`src/rtl/alu_pipe_if.sv`:
```
// Handshake and condition-code bundle for alu_pipe: operation in, result out, live CC flags.
interface alu_pipe_if #(
   parameter int WIDTH = 64,
   parameter int TAG_W = 4
);
   logic             in_valid;
   logic             in_ready;
   logic [2:0]       in_op;
   logic [WIDTH-1:0] in_a;
   logic [WIDTH-1:0] in_b;
   logic             in_set_cc;
   logic [TAG_W-1:0] in_tag;
   logic             out_valid;
   logic             out_ready;
   logic [WIDTH-1:0] out_result;
   logic [TAG_W-1:0] out_tag;
   logic             out_err;
   logic             cc_zf;
   logic             cc_sf;
   logic             cc_of;

   modport slave (
      input  in_valid, in_op, in_a, in_b, in_set_cc, in_tag, out_ready,
      output in_ready, out_valid, out_result, out_tag, out_err, cc_zf, cc_sf, cc_of
   );

   modport master (
      output in_valid, in_op, in_a, in_b, in_set_cc, in_tag, out_ready,
      input  in_ready, out_valid, out_result, out_tag, out_err, cc_zf, cc_sf, cc_of
   );
endinterface

```
`src/rtl/alu_pipe.sv`:
```
// Two-stage pipelined Y86-64 execute ALU with valid/ready backpressure and in-order CC register.
// Define ALU_EXT_OPS_EN to enable ops 4..7 (OR, SHL, SHR, SAR); otherwise they retire as errors.
module alu_pipe #(
   parameter int WIDTH = 64,
   parameter int TAG_W = 4
) (
   input  logic       clk,
   input  logic       rst_n,
   alu_pipe_if.slave  bus
);
   localparam logic [2:0] OP_ADD = 3'd0;
   localparam logic [2:0] OP_SUB = 3'd1;
   localparam logic [2:0] OP_AND = 3'd2;
   localparam logic [2:0] OP_XOR = 3'd3;

   logic             stall;
   logic             retire;

   logic             s1_valid;
   logic [2:0]       s1_op;
   logic [WIDTH-1:0] s1_a;
   logic [WIDTH-1:0] s1_b;
   logic             s1_set_cc;
   logic [TAG_W-1:0] s1_tag;

   logic             s2_valid;
   logic [WIDTH-1:0] s2_result;
   logic [TAG_W-1:0] s2_tag;
   logic             s2_err;
   logic             s2_set_cc;
   logic             s2_zf;
   logic             s2_sf;
   logic             s2_of;

   logic             cc_zf_reg;
   logic             cc_sf_reg;
   logic             cc_of_reg;

   logic [WIDTH-1:0] sum;
   logic [WIDTH-1:0] diff;
   logic [WIDTH-1:0] result_next;
   logic             of_next;
   logic             err_next;

   // One stall signal freezes both stages, so no skid buffer is needed.
   assign stall        = s2_valid && !bus.out_ready;
   assign retire       = s2_valid && bus.out_ready;
   assign bus.in_ready = !stall;

   always_ff @(posedge clk or negedge rst_n) begin
      if (!rst_n) begin
         s1_valid  <= 1'b0;
         s1_op     <= '0;
         s1_a      <= '0;
         s1_b      <= '0;
         s1_set_cc <= 1'b0;
         s1_tag    <= '0;
      end else if (!stall) begin
         s1_valid  <= bus.in_valid;
         s1_op     <= bus.in_op;
         s1_a      <= bus.in_a;
         s1_b      <= bus.in_b;
         s1_set_cc <= bus.in_set_cc;
         s1_tag    <= bus.in_tag;
      end
   end

   // Y86 convention: the result is B op A (subq computes valB - valA).
   assign sum  = s1_b + s1_a;
   assign diff = s1_b - s1_a;

`ifdef ALU_EXT_OPS_EN
   localparam int SHAMT_W = $clog2(WIDTH);
   logic [SHAMT_W-1:0] shamt;
   assign shamt = s1_a[SHAMT_W-1:0];
`endif

   always_comb begin
      result_next = '0;
      of_next     = 1'b0;
      err_next    = 1'b0;
      case (s1_op)
         OP_ADD: begin
            result_next = sum;
            of_next     = (s1_a[WIDTH-1] == s1_b[WIDTH-1]) && (sum[WIDTH-1] != s1_a[WIDTH-1]);
         end
         OP_SUB: begin
            result_next = diff;
            of_next     = (s1_a[WIDTH-1] != s1_b[WIDTH-1]) && (diff[WIDTH-1] != s1_b[WIDTH-1]);
         end
         OP_AND: result_next = s1_b & s1_a;
         OP_XOR: result_next = s1_b ^ s1_a;
`ifdef ALU_EXT_OPS_EN
         3'd4:   result_next = s1_b | s1_a;
         3'd5:   result_next = s1_b << shamt;
         3'd6:   result_next = s1_b >> shamt;
         default: result_next = $unsigned($signed(s1_b) >>> shamt);
`else
         default: err_next = 1'b1;
`endif
      endcase
   end

   always_ff @(posedge clk or negedge rst_n) begin
      if (!rst_n) begin
         s2_valid  <= 1'b0;
         s2_result <= '0;
         s2_tag    <= '0;
         s2_err    <= 1'b0;
         s2_set_cc <= 1'b0;
         s2_zf     <= 1'b0;
         s2_sf     <= 1'b0;
         s2_of     <= 1'b0;
      end else if (!stall) begin
         s2_valid  <= s1_valid;
         s2_result <= result_next;
         s2_tag    <= s1_tag;
         s2_err    <= err_next;
         s2_set_cc <= s1_set_cc;
         s2_zf     <= (result_next == '0);
         s2_sf     <= result_next[WIDTH-1];
         s2_of     <= of_next;
      end
   end

   // CC follows retirement, not computation, so a stalled result never updates it early.
   always_ff @(posedge clk or negedge rst_n) begin
      if (!rst_n) begin
         cc_zf_reg <= 1'b1;
         cc_sf_reg <= 1'b0;
         cc_of_reg <= 1'b0;
      end else if (retire && s2_set_cc && !s2_err) begin
         cc_zf_reg <= s2_zf;
         cc_sf_reg <= s2_sf;
         cc_of_reg <= s2_of;
      end
   end

   assign bus.out_valid  = s2_valid;
   assign bus.out_result = s2_result;
   assign bus.out_tag    = s2_tag;
   assign bus.out_err    = s2_err;
   assign bus.cc_zf      = cc_zf_reg;
   assign bus.cc_sf      = cc_sf_reg;
   assign bus.cc_of      = cc_of_reg;
endmodule

```
`src/flat_wrapper.sv`:
```
// flat-port wrapper written by rule: the top's interface ports become plain ports
module alu_pipe_flat 
#(
   parameter int WIDTH = 64,
   parameter int TAG_W = 4
)
  (clk, rst_n, bus_in_valid, bus_in_op, bus_in_a, bus_in_b, bus_in_set_cc, bus_in_tag, bus_out_ready, bus_in_ready, bus_out_valid, bus_out_result, bus_out_tag, bus_out_err, bus_cc_zf, bus_cc_sf, bus_cc_of);
  alu_pipe_if #(.WIDTH(WIDTH), .TAG_W(TAG_W)) bus_i ();
  input  logic clk;
  input  logic rst_n;
  input wire logic [$bits(bus_i.in_valid)-1:0] bus_in_valid;
  input wire logic [$bits(bus_i.in_op)-1:0] bus_in_op;
  input wire logic [$bits(bus_i.in_a)-1:0] bus_in_a;
  input wire logic [$bits(bus_i.in_b)-1:0] bus_in_b;
  input wire logic [$bits(bus_i.in_set_cc)-1:0] bus_in_set_cc;
  input wire logic [$bits(bus_i.in_tag)-1:0] bus_in_tag;
  input wire logic [$bits(bus_i.out_ready)-1:0] bus_out_ready;
  output wire logic [$bits(bus_i.in_ready)-1:0] bus_in_ready;
  output wire logic [$bits(bus_i.out_valid)-1:0] bus_out_valid;
  output wire logic [$bits(bus_i.out_result)-1:0] bus_out_result;
  output wire logic [$bits(bus_i.out_tag)-1:0] bus_out_tag;
  output wire logic [$bits(bus_i.out_err)-1:0] bus_out_err;
  output wire logic [$bits(bus_i.cc_zf)-1:0] bus_cc_zf;
  output wire logic [$bits(bus_i.cc_sf)-1:0] bus_cc_sf;
  output wire logic [$bits(bus_i.cc_of)-1:0] bus_cc_of;
  assign bus_i.in_valid = bus_in_valid;
  assign bus_i.in_op = bus_in_op;
  assign bus_i.in_a = bus_in_a;
  assign bus_i.in_b = bus_in_b;
  assign bus_i.in_set_cc = bus_in_set_cc;
  assign bus_i.in_tag = bus_in_tag;
  assign bus_i.out_ready = bus_out_ready;
  assign bus_in_ready = bus_i.in_ready;
  assign bus_out_valid = bus_i.out_valid;
  assign bus_out_result = bus_i.out_result;
  assign bus_out_tag = bus_i.out_tag;
  assign bus_out_err = bus_i.out_err;
  assign bus_cc_zf = bus_i.cc_zf;
  assign bus_cc_sf = bus_i.cc_sf;
  assign bus_cc_of = bus_i.cc_of;
  alu_pipe #(.WIDTH(WIDTH), .TAG_W(TAG_W)) u_core (.clk(clk), .rst_n(rst_n), .bus(bus_i));
endmodule
```
`config.mk`:
```
export PLATFORM = sky130hd
export DESIGN_NAME = alu_pipe_flat
export DESIGN_NICKNAME = d
export VERILOG_FILES = /design/src/rtl/alu_pipe_if.sv /design/src/rtl/alu_pipe.sv /design/src/flat_wrapper.sv
export SDC_FILE = /design/constraint.sdc
export NUM_CORES = 1
export LEC_CHECK = 0
export BUFFER_PORTS_ARGS = -buffer_cell sky130_fd_sc_hd__clkbuf_2
export CAP_MARGIN = 20
export CORE_UTILIZATION = 50
export CTS_CLUSTER_SIZE = 25
export DETAILED_ROUTE_END_ITERATION = 12
export PLACE_DENSITY = 0.79
export SYNTH_ARGS = -nofsm -noshare
export SYNTH_HDL_FRONTEND = slang
export SYNTH_SLANG_ARGS = --single-unit
```
`constraint.sdc`:
```
create_clock -name clk -period 7.2 [get_ports clk]
set_input_delay 1.08 -clock clk [delete_from_list [all_inputs] [get_ports clk]]
set_output_delay 1.08 -clock clk [all_outputs]
set_load 0.02 [all_outputs]
```
# Yosys cells after proc, flatten, opt, wreduce, memory -nomap -nowiden
# Cells that the tools add are included.
# W data, S select, Z words.
# classes
mux	3
bitwise	2
reduce_logical	12
addsub	2
n_eq_ne	7
# ops
cell	count
$pmux W64 S4	1
$add A64 B64 Y64	1
$and A64 B64 Y64	1
$logic_not A64 Y1	1
$sub A64 B64 Y64	1
$xor A64 B64 Y64	1
$eq A3 B2 Y1 const B	2
$logic_and A1 B1 Y1	6
$reduce_or A4 Y1	1
$eq A3 B1 Y1 const B	1
$logic_not A1 Y1	3
$logic_not A3 Y1	1
$ne A1 B1 Y1	3
$pmux W1 S2	1
$eq A1 B1 Y1	1
$mux W1	1
# totals
register_bits	214
in_bits	140
output_inout_bits	74
wordCells	43

# Depth between registers and ports, before layout
# Gate-level depths: netlist (run 1).
# logic_depth
word_depth	4
mapped_depth	17

# Least setup slack after synthesis (run 1)
# OpenSTA, ideal clock, no wires.
# synth_timing
path_type	register -> register
start	register u_core.s1_b[0]
end	register u_core.s2_zf
arrival_time_ns	3.636
stages_incl_launch_ff	17
required_ns	7.134
setup_ns	0.066
path_slack_ns	3.498
period_less_slack_ns	3.702
cell_sequence	dfrtp_1 -> inv_1 -> ha_1 -> fa_1 -> and2b_1 -> o2111ai_1 -> a211oi_1 -> nor3_1 -> o311a_1 -> o211ai_1 -> a21oi_1 -> nand4b_1 -> a31o_2 -> a31oi_1 -> o211ai_1 -> nor4_2 -> a22o_1
# synth_via
elab_chain_len	3
# synth_lines
element	line	text
start: declaration	alu_pipe.sv:22	logic [WIDTH-1:0] s1_b;
start signal: assignment	alu_pipe.sv:62	s1_b <= bus.in_b;
$sub A64 B64 Y64 (tied with other cells)	alu_pipe.sv:70	assign diff = s1_b - s1_a;
$pmux W64 S4 *	alu_pipe.sv:82	case (s1_op)
$logic_not A64 Y1 *	alu_pipe.sv:120	s2_zf <= (result_next == '0);
end signal: assignment	alu_pipe.sv:120	
end: declaration	alu_pipe.sv:31	logic s2_zf;
# Every way passes the cells marked *; elsewhere a longest branch is shown, timed or not.
# A chain may end at the register's enable or synchronous reset.

# Final worst setup path (run 1)
# layout_timing
start	register u_core.s1_b[5]
end	register u_core.s2_zf
# Same word-level chain as after synthesis.

==> flow_summary.ini, run 1 <==
[floorplanning]
die_area_um2 = 38100
num_io_pins = 214
rows = 70
initial_core_util = 0.509
die-height_um = 195
core-area_um2 = 36700
fp.dieW_um = 195

[logic_synthesis]
synth_top_cell_by_area = dfrtp_1
ys_types = 94
ys_warn_count = 0
synth.area.top_cells = dfrtp_1 (28%), nand2_1 (9.8%), ha_1 (8.6%)
synthSimpleGateAreaFrac = 0.262
ys.flop_type = dfrtp_1
yosys_register_bits = 213
syn-num-nets = 2844
synth_fa_ha_area_frac = 0.0879
netlist_instances = 2574
yosys.area.top_type_share = 0.284
synth_most_common_cell = nand2_1
avgSynthCellArea_um2 = 7.26
synth_edf_count = 0
synth_xor_area_frac = 0.0155
async_flop_share = 1.00
synthMuxAreaShare = 0.0264
yosysSeqAreaShare = 0.285
syn_area_um2 = 18700
synth_compound_area_frac = 0.261
synth_top_family_by_area = simple AND/OR/NAND/NOR gates
synth_commonest_cells = nand2_1 (489), nor2_1 (291), a21oi_1 (237)

[power]
netSwitchingFraction = 0.493
power_leakage_nw = 9.60
pwr-share-clk = 0.198
p_sw_mw = 3.15
internal_power_mw = 3.23
powerDensity_nw_per_um2 = 307
seqPwrFrac = 0.256
peakVddDrop_v = 0.000235
combPwrFrac = 0.545

[global_route]
antenna_found_initial = 1
grt_pass1_vias = 19800
grt_pass1_wl_um = 119000
grt_max_degree = 118
grtUsageTotal = 0.403
grt-ovfl-total = 0

[placement]
gp_congestion = 1.04
dp_hpwl_um = 59400
post-place-ws_ps = 1990
port_buffers = 213
place_area_um2 = 20000

[sta]
worstMarginPinSlew_ps = 1160
fmax_ghz = 0.185
layout_setup_ws_ps = 1800
period_share = 0.749
finalSetupViolCount = 0
slew_headroom = 0.220
final.min_clock_period_ps = 5400
clock_skew_ps = 32.3
setup_tns_ps = 0
hold_viol = 0
maxSlewViolCount = 0
rsz0062_at_grt = no

[clock_network]
cts_num_sinks = 213
cts_hold_buf = 0
path_clk_slew_ps = 60
cts_setup_buffers = 0
cts_buffers = 26
cts_tree = built
cts_resized = 0
clk_path_buf_depth = 3
htreeDepth = 1
clock_latency_ps = 570
cts-root-buf = clkbuf_16

[setup_path]
start_kind = flip-flop
path_max_fanout = 13
critPathKind = reg2reg
endpoint_kind = flip-flop
required_ps = 7720
cp.arrival_ps = 5910

[route]
dr_total_vias = 21000
drt_iter0_drc = 2407
remaining_drc_errors = 0
avgRoutedWirePerCell_um = 24.7
drt-vias-per-instance = 6.60
dr.pass1.iters = 8
drt-total-wl_um = 78500
drtAntennaViolNets = 0

[layout]
num_antenna_cells = 0
syn_to_final_growth_pct = 11.3
drive_gt1_frac = 0.126
final_core_util = 0.566
final_area_um2 = 20800
fill_cells = 3547
final_nets = 2961

[min_path]
worstHoldPathType = reg2reg

[flow_run]
drv_cap = 0

[outcome]
outcome = finished clean
==> through the flow <==
step,hold slack [ps],instances,power (mW)
5_1_grt,489,3177,6.69
2_1_floorplan,430,2574,3.83
3_3_place_gp,449,3130,4.96
6_report,462,3177,6.38
3_5_place_dp,451,3130,4.99
4_1_cts,469,3176,6.27
==> final cells by class <==
cell class                      count  area [um^2]  area share
Clock buffer                       38          716      0.0344
Timing Repair Buffer              243         1310      0.0632
Inverter                          138          526      0.0253
Tap cell                          468          586      0.0282
Clock inverter                      8         81.3     0.00391
Sequential cell                   213         5330       0.257
Multi-Input combinational cell   2069        12200       0.588
==> placed cells by master, fill, tap and decap left out, types with 20 or more instances in the layout <==
| master | n |
|---|---|
| nor2_1 | 288 |
| clkbuf_2 | 212 |
| xnor2_1 | 31 |
| o21ai_0 | 201 |
| a21oi_1 | 237 |
| dfrtp_1 | 212 |
| buf_4 | 28 |
| a31oi_1 | 25 |
| ha_1 | 128 |
| nand4_1 | 40 |
| mux2i_1 | 29 |
| a211oi_1 | 20 |
| o211ai_1 | 39 |
| clkbuf_16 | 26 |
| nor4_1 | 42 |
| nand3_1 | 45 |
| nor3_1 | 49 |
| inv_1 | 133 |
| o31ai_1 | 40 |
| nand2_1 | 488 |
| nor2b_1 | 28 |
==> power groups by stage <==
stage / Sequential, mW / Clock, mW / Combinational, mW
4_1_cts: 1.63 / 1.28 / 3.36
3_5_place_dp: 1.65 / 0 / 3.34
2_1_floorplan: 1.77 / 0 / 2.06
6_report: 1.64 / 1.26 / 3.48
5_1_grt: 1.66 / 1.33 / 3.70
3_3_place_gp: 1.64 / 0 / 3.33
==> path summary, 6_finish.rpt <==
path	start	end	slack, ps	cells past startpoint
setup / recovery	u_core.s1_b[5]	u_core.s2_zf	1800	13
hold / removal	u_core.bus.out_result[5]	u_core.bus.out_result[5]	460	2
setup reg to reg	u_core.s1_b[5]	u_core.s2_zf	1800	13
hold reg to reg	u_core.bus.out_result[5]	u_core.bus.out_result[5]	460	2
max in group asynchronous	rst_n	u_core.s1_b[63]	5560	2
min in group asynchronous	rst_n	u_core.s1_b[24]	520	1
==> logic make-up (layout without fill, tap and decap cells) <==
| group | Yosys count | count (layout) |
|---|---|---|
| AO/OA/AOI/OAI | 765 | 765 |
| buffers and inverters | 292 | 427 |
| multiplexers | 46 | 46 |
| adder cells (fa/ha/maj) | 130 | 130 |
| flip-flops | 213 | 213 |
| XOR/XNOR | 33 | 33 |
| AND/OR/NAND/NOR | 1095 | 1095 |
==> per-layer routing <==
layer | wire (um) | GRT usage | vias to the layer above
met5 | 29 | 0 | -
met4 | 3620 | 0.163 | 4
met3 | 7600 | 0.0746 | 240
met2 | 33900 | 0.619 | 1275
met1 | 33300 | 0.558 | 10100
li1 | - | - | 9383
==> worst max-delay path, cell delays in order (launching register included) <==
cell and delay (ps):
dfrtp_1 410, ha_1 610, a21oi_1 120, o32ai_1 950
nor3_1 210, nor2_1 400, mux2i_1 240, o2111ai_1 230
nor4_1 610, nand4_1 330, nor4_2 610, o211ai_1 200
nor4_2 280, a22o_1 150
Power figures use the tool's default switching activity.
==> run 2: changes to the inputs <==
--- a/config.mk
+++ b/config.mk
@@ -10,7 +10,7 @@
 export CORE_UTILIZATION = 50
 export CTS_CLUSTER_SIZE = 25
 export DETAILED_ROUTE_END_ITERATION = 12
-export PLACE_DENSITY = 0.79
+export PLACE_DENSITY = 0.82
 export SYNTH_ARGS = -nofsm -noshare
 export SYNTH_HDL_FRONTEND = slang
 export SYNTH_SLANG_ARGS = --single-unit
==> constraint.sdc (replaced) <==
create_clock -name clk -period 4.72 [get_ports clk]
set_input_delay 0.708 -clock clk [delete_from_list [all_inputs] [get_ports clk]]
set_output_delay 0.708 -clock clk [all_outputs]
set_load 0.02 [all_outputs]
==> run 2 against run 1 <==
Total power is 63% higher; fmax is 19% higher; sequential power is 51% higher; wire length is 2.4% higher; combinational power is 73% higher; critical path type unchanged.
==> flow_summary.ini, run 2 (synthesized netlist as in run 1, its figures left out) <==
[clock_network]
cts_tree = built
clk_path_buf_depth = 3
path_clk_slew_ps = 60
htreeDepth = 1
cts_num_sinks = 213
cts-root-buf = clkbuf_16
clock_latency_ps = 570
cts_buffers = 24

[placement]
dp_hpwl_um = 62600
post-place-ws_ps = -22.2
port_buffers = 213
gp_congestion = 1.10

[route]
avgRoutedWirePerCell_um = 23.9
dr.pass1.iters = 6
drt-vias-per-instance = 6.39
drt_iter0_drc = 2814
drtAntennaViolNets = 0
dr_total_vias = 21500
remaining_drc_errors = 0
drt-total-wl_um = 80300

[power]
combPwrFrac = 0.576
internal_power_mw = 5.47
powerDensity_nw_per_um2 = 465
power_mw = 10.4
pwr-share-clk = 0.187
p_sw_mw = 4.95
power_leakage_nw = 10.6
seqPwrFrac = 0.237
netSwitchingFraction = 0.475
peakVddDrop_v = 0.000322

[setup_path]
max_stage_delay_ps = 470
endpoint_kind = flip-flop
path_buf_inv = 4
cp.arrival_ps = 5040
required_ps = 5220
worst_path_dominant_cell_family = simple AND/OR/NAND/NOR gates
path_cells = ha_1 -> and3_1 -> nor4b_2 -> buf_4 -> o311ai_0 -> nand3_1 -> buf_4 -> a21oi_1 -> buf_4 -> o41ai_1 -> xnor2_1 -> a21oi_1 -> buf_4 -> nand4_1 -> nor4_1 -> nand4b_1 -> nor4_2 -> a22o_1
start_kind = flip-flop
path_common_cell = buf_4
critPathKind = reg2reg
path_max_fanout = 4
slowest_stage = nor4b_2

[sta]
maxSlewViolCount = 0
hold_viol = 0
fmax_ghz = 0.220
rsz0062_at_grt = no
clock_skew_ps = 20.1
worstMarginPinSlew_ps = 1040
layout_setup_ws_ps = 180
finalSetupViolCount = 0
final.min_clock_period_ps = 4540
slew_headroom = 0.298
period_share = 0.962

[layout]
syn_to_final_growth_pct = 20.1
drive_gt1_frac = 0.191
final_cell_mix = nand2_1 (489), nor2_1 (289), a21oi_1 (235)
fill_cells = 3373
final_nets = 3151
final_common_cell = nand2_1
num_antenna_cells = 0

[floorplanning]
fp.dieW_um = 195
num_io_pins = 214
die_area_um2 = 38100
rows = 70
initial_core_util = 0.509
core-area_um2 = 36700
die-height_um = 195

[global_route]
antenna_found_initial = 0
grtUsageTotal = 0.414
grt-ovfl-total = 0
grt_max_degree = 143
grt_pass1_vias = 20100
grt_pass1_wl_um = 121000

[flow_run]
drv_cap = 0

[outcome]
outcome = finished clean

[min_path]
worstHoldPathType = in2async
-- run 2: power by group through the flow --
stage               clock network [mW]  logic (mW)  registers, mW
floorplan                            0        3.14           2.70
global placement                     0        5.70           2.46
detailed placement                   0        5.73           2.49
CTS                               1.98        5.76           2.46
global route                      2.04        6.37           2.51
finish                            1.95        6.01           2.47
-- run 2: cell type report --
class                           count  area [um^2]  area share
Tap cell                          468          586      0.0261
Sequential cell                   213         5330       0.238
Inverter                          138          526      0.0234
Clock buffer                       35          712      0.0317
Multi-Input combinational cell   2069        12300       0.550
Clock inverter                      9          115     0.00513
Timing Repair Buffer              435         2820       0.126
-- run 2: repair_timing --
| item | CTS | global route |
|---|---|---|
| setup endpoints to repair | 1 | 2 |
| buffers inserted | 1 | 1 |
| pin swaps | 1 | 4 |
| hold buffers | 0 | 0 |
| gates resized for setup | 1 | 27 |
-- run 2: stage by stage --
step                 util  area (um^2)  cells  hold WS [ps]  setup TNS, ps
CTS                 0.608        22300   3366           226              0
global route        0.611        22400   3367           262              0
floorplan               -        18700   2574           412              0
finish              0.611        22400   3367           190              0
detailed placement  0.585        21500   3321           457          -22.2
global placement    0.585        21500   3321           440              0
-- run 2: path summary, 6_finish.rpt --
| path | startpoint | to | slack [ps] | cells past startpoint |
|---|---|---|---|---|
| worst max-delay path | u_core.s1_b[17] | u_core.s2_zf | 180 | 18 |
| worst min-delay path | rst_n | u_core.s1_tag[3] | 190 | 1 |
| worst max register to register | u_core.s1_b[17] | u_core.s2_zf | 180 | 18 |
| worst min register to register | u_core.s1_set_cc | u_core.s1_set_cc | 470 | 2 |
| max in group asynchronous | rst_n | u_core.bus.cc_zf | 3550 | 2 |
| min in group clk | bus_in_b[28] | u_core.s1_b[28] | 340 | 3 |
-- run 2: layer usage --
| metal | wire length (um) | vias up | global-route usage |
|---|---|---|---|
| li1 | - | 9770 | - |
| met1 | 33200 | 10100 | 0.573 |
| met2 | 34400 | 1386 | 0.631 |
| met3 | 8880 | 256 | 0.0805 |
| met4 | 3880 | 0 | 0.174 |
| met5 | 0 | - | 0 |
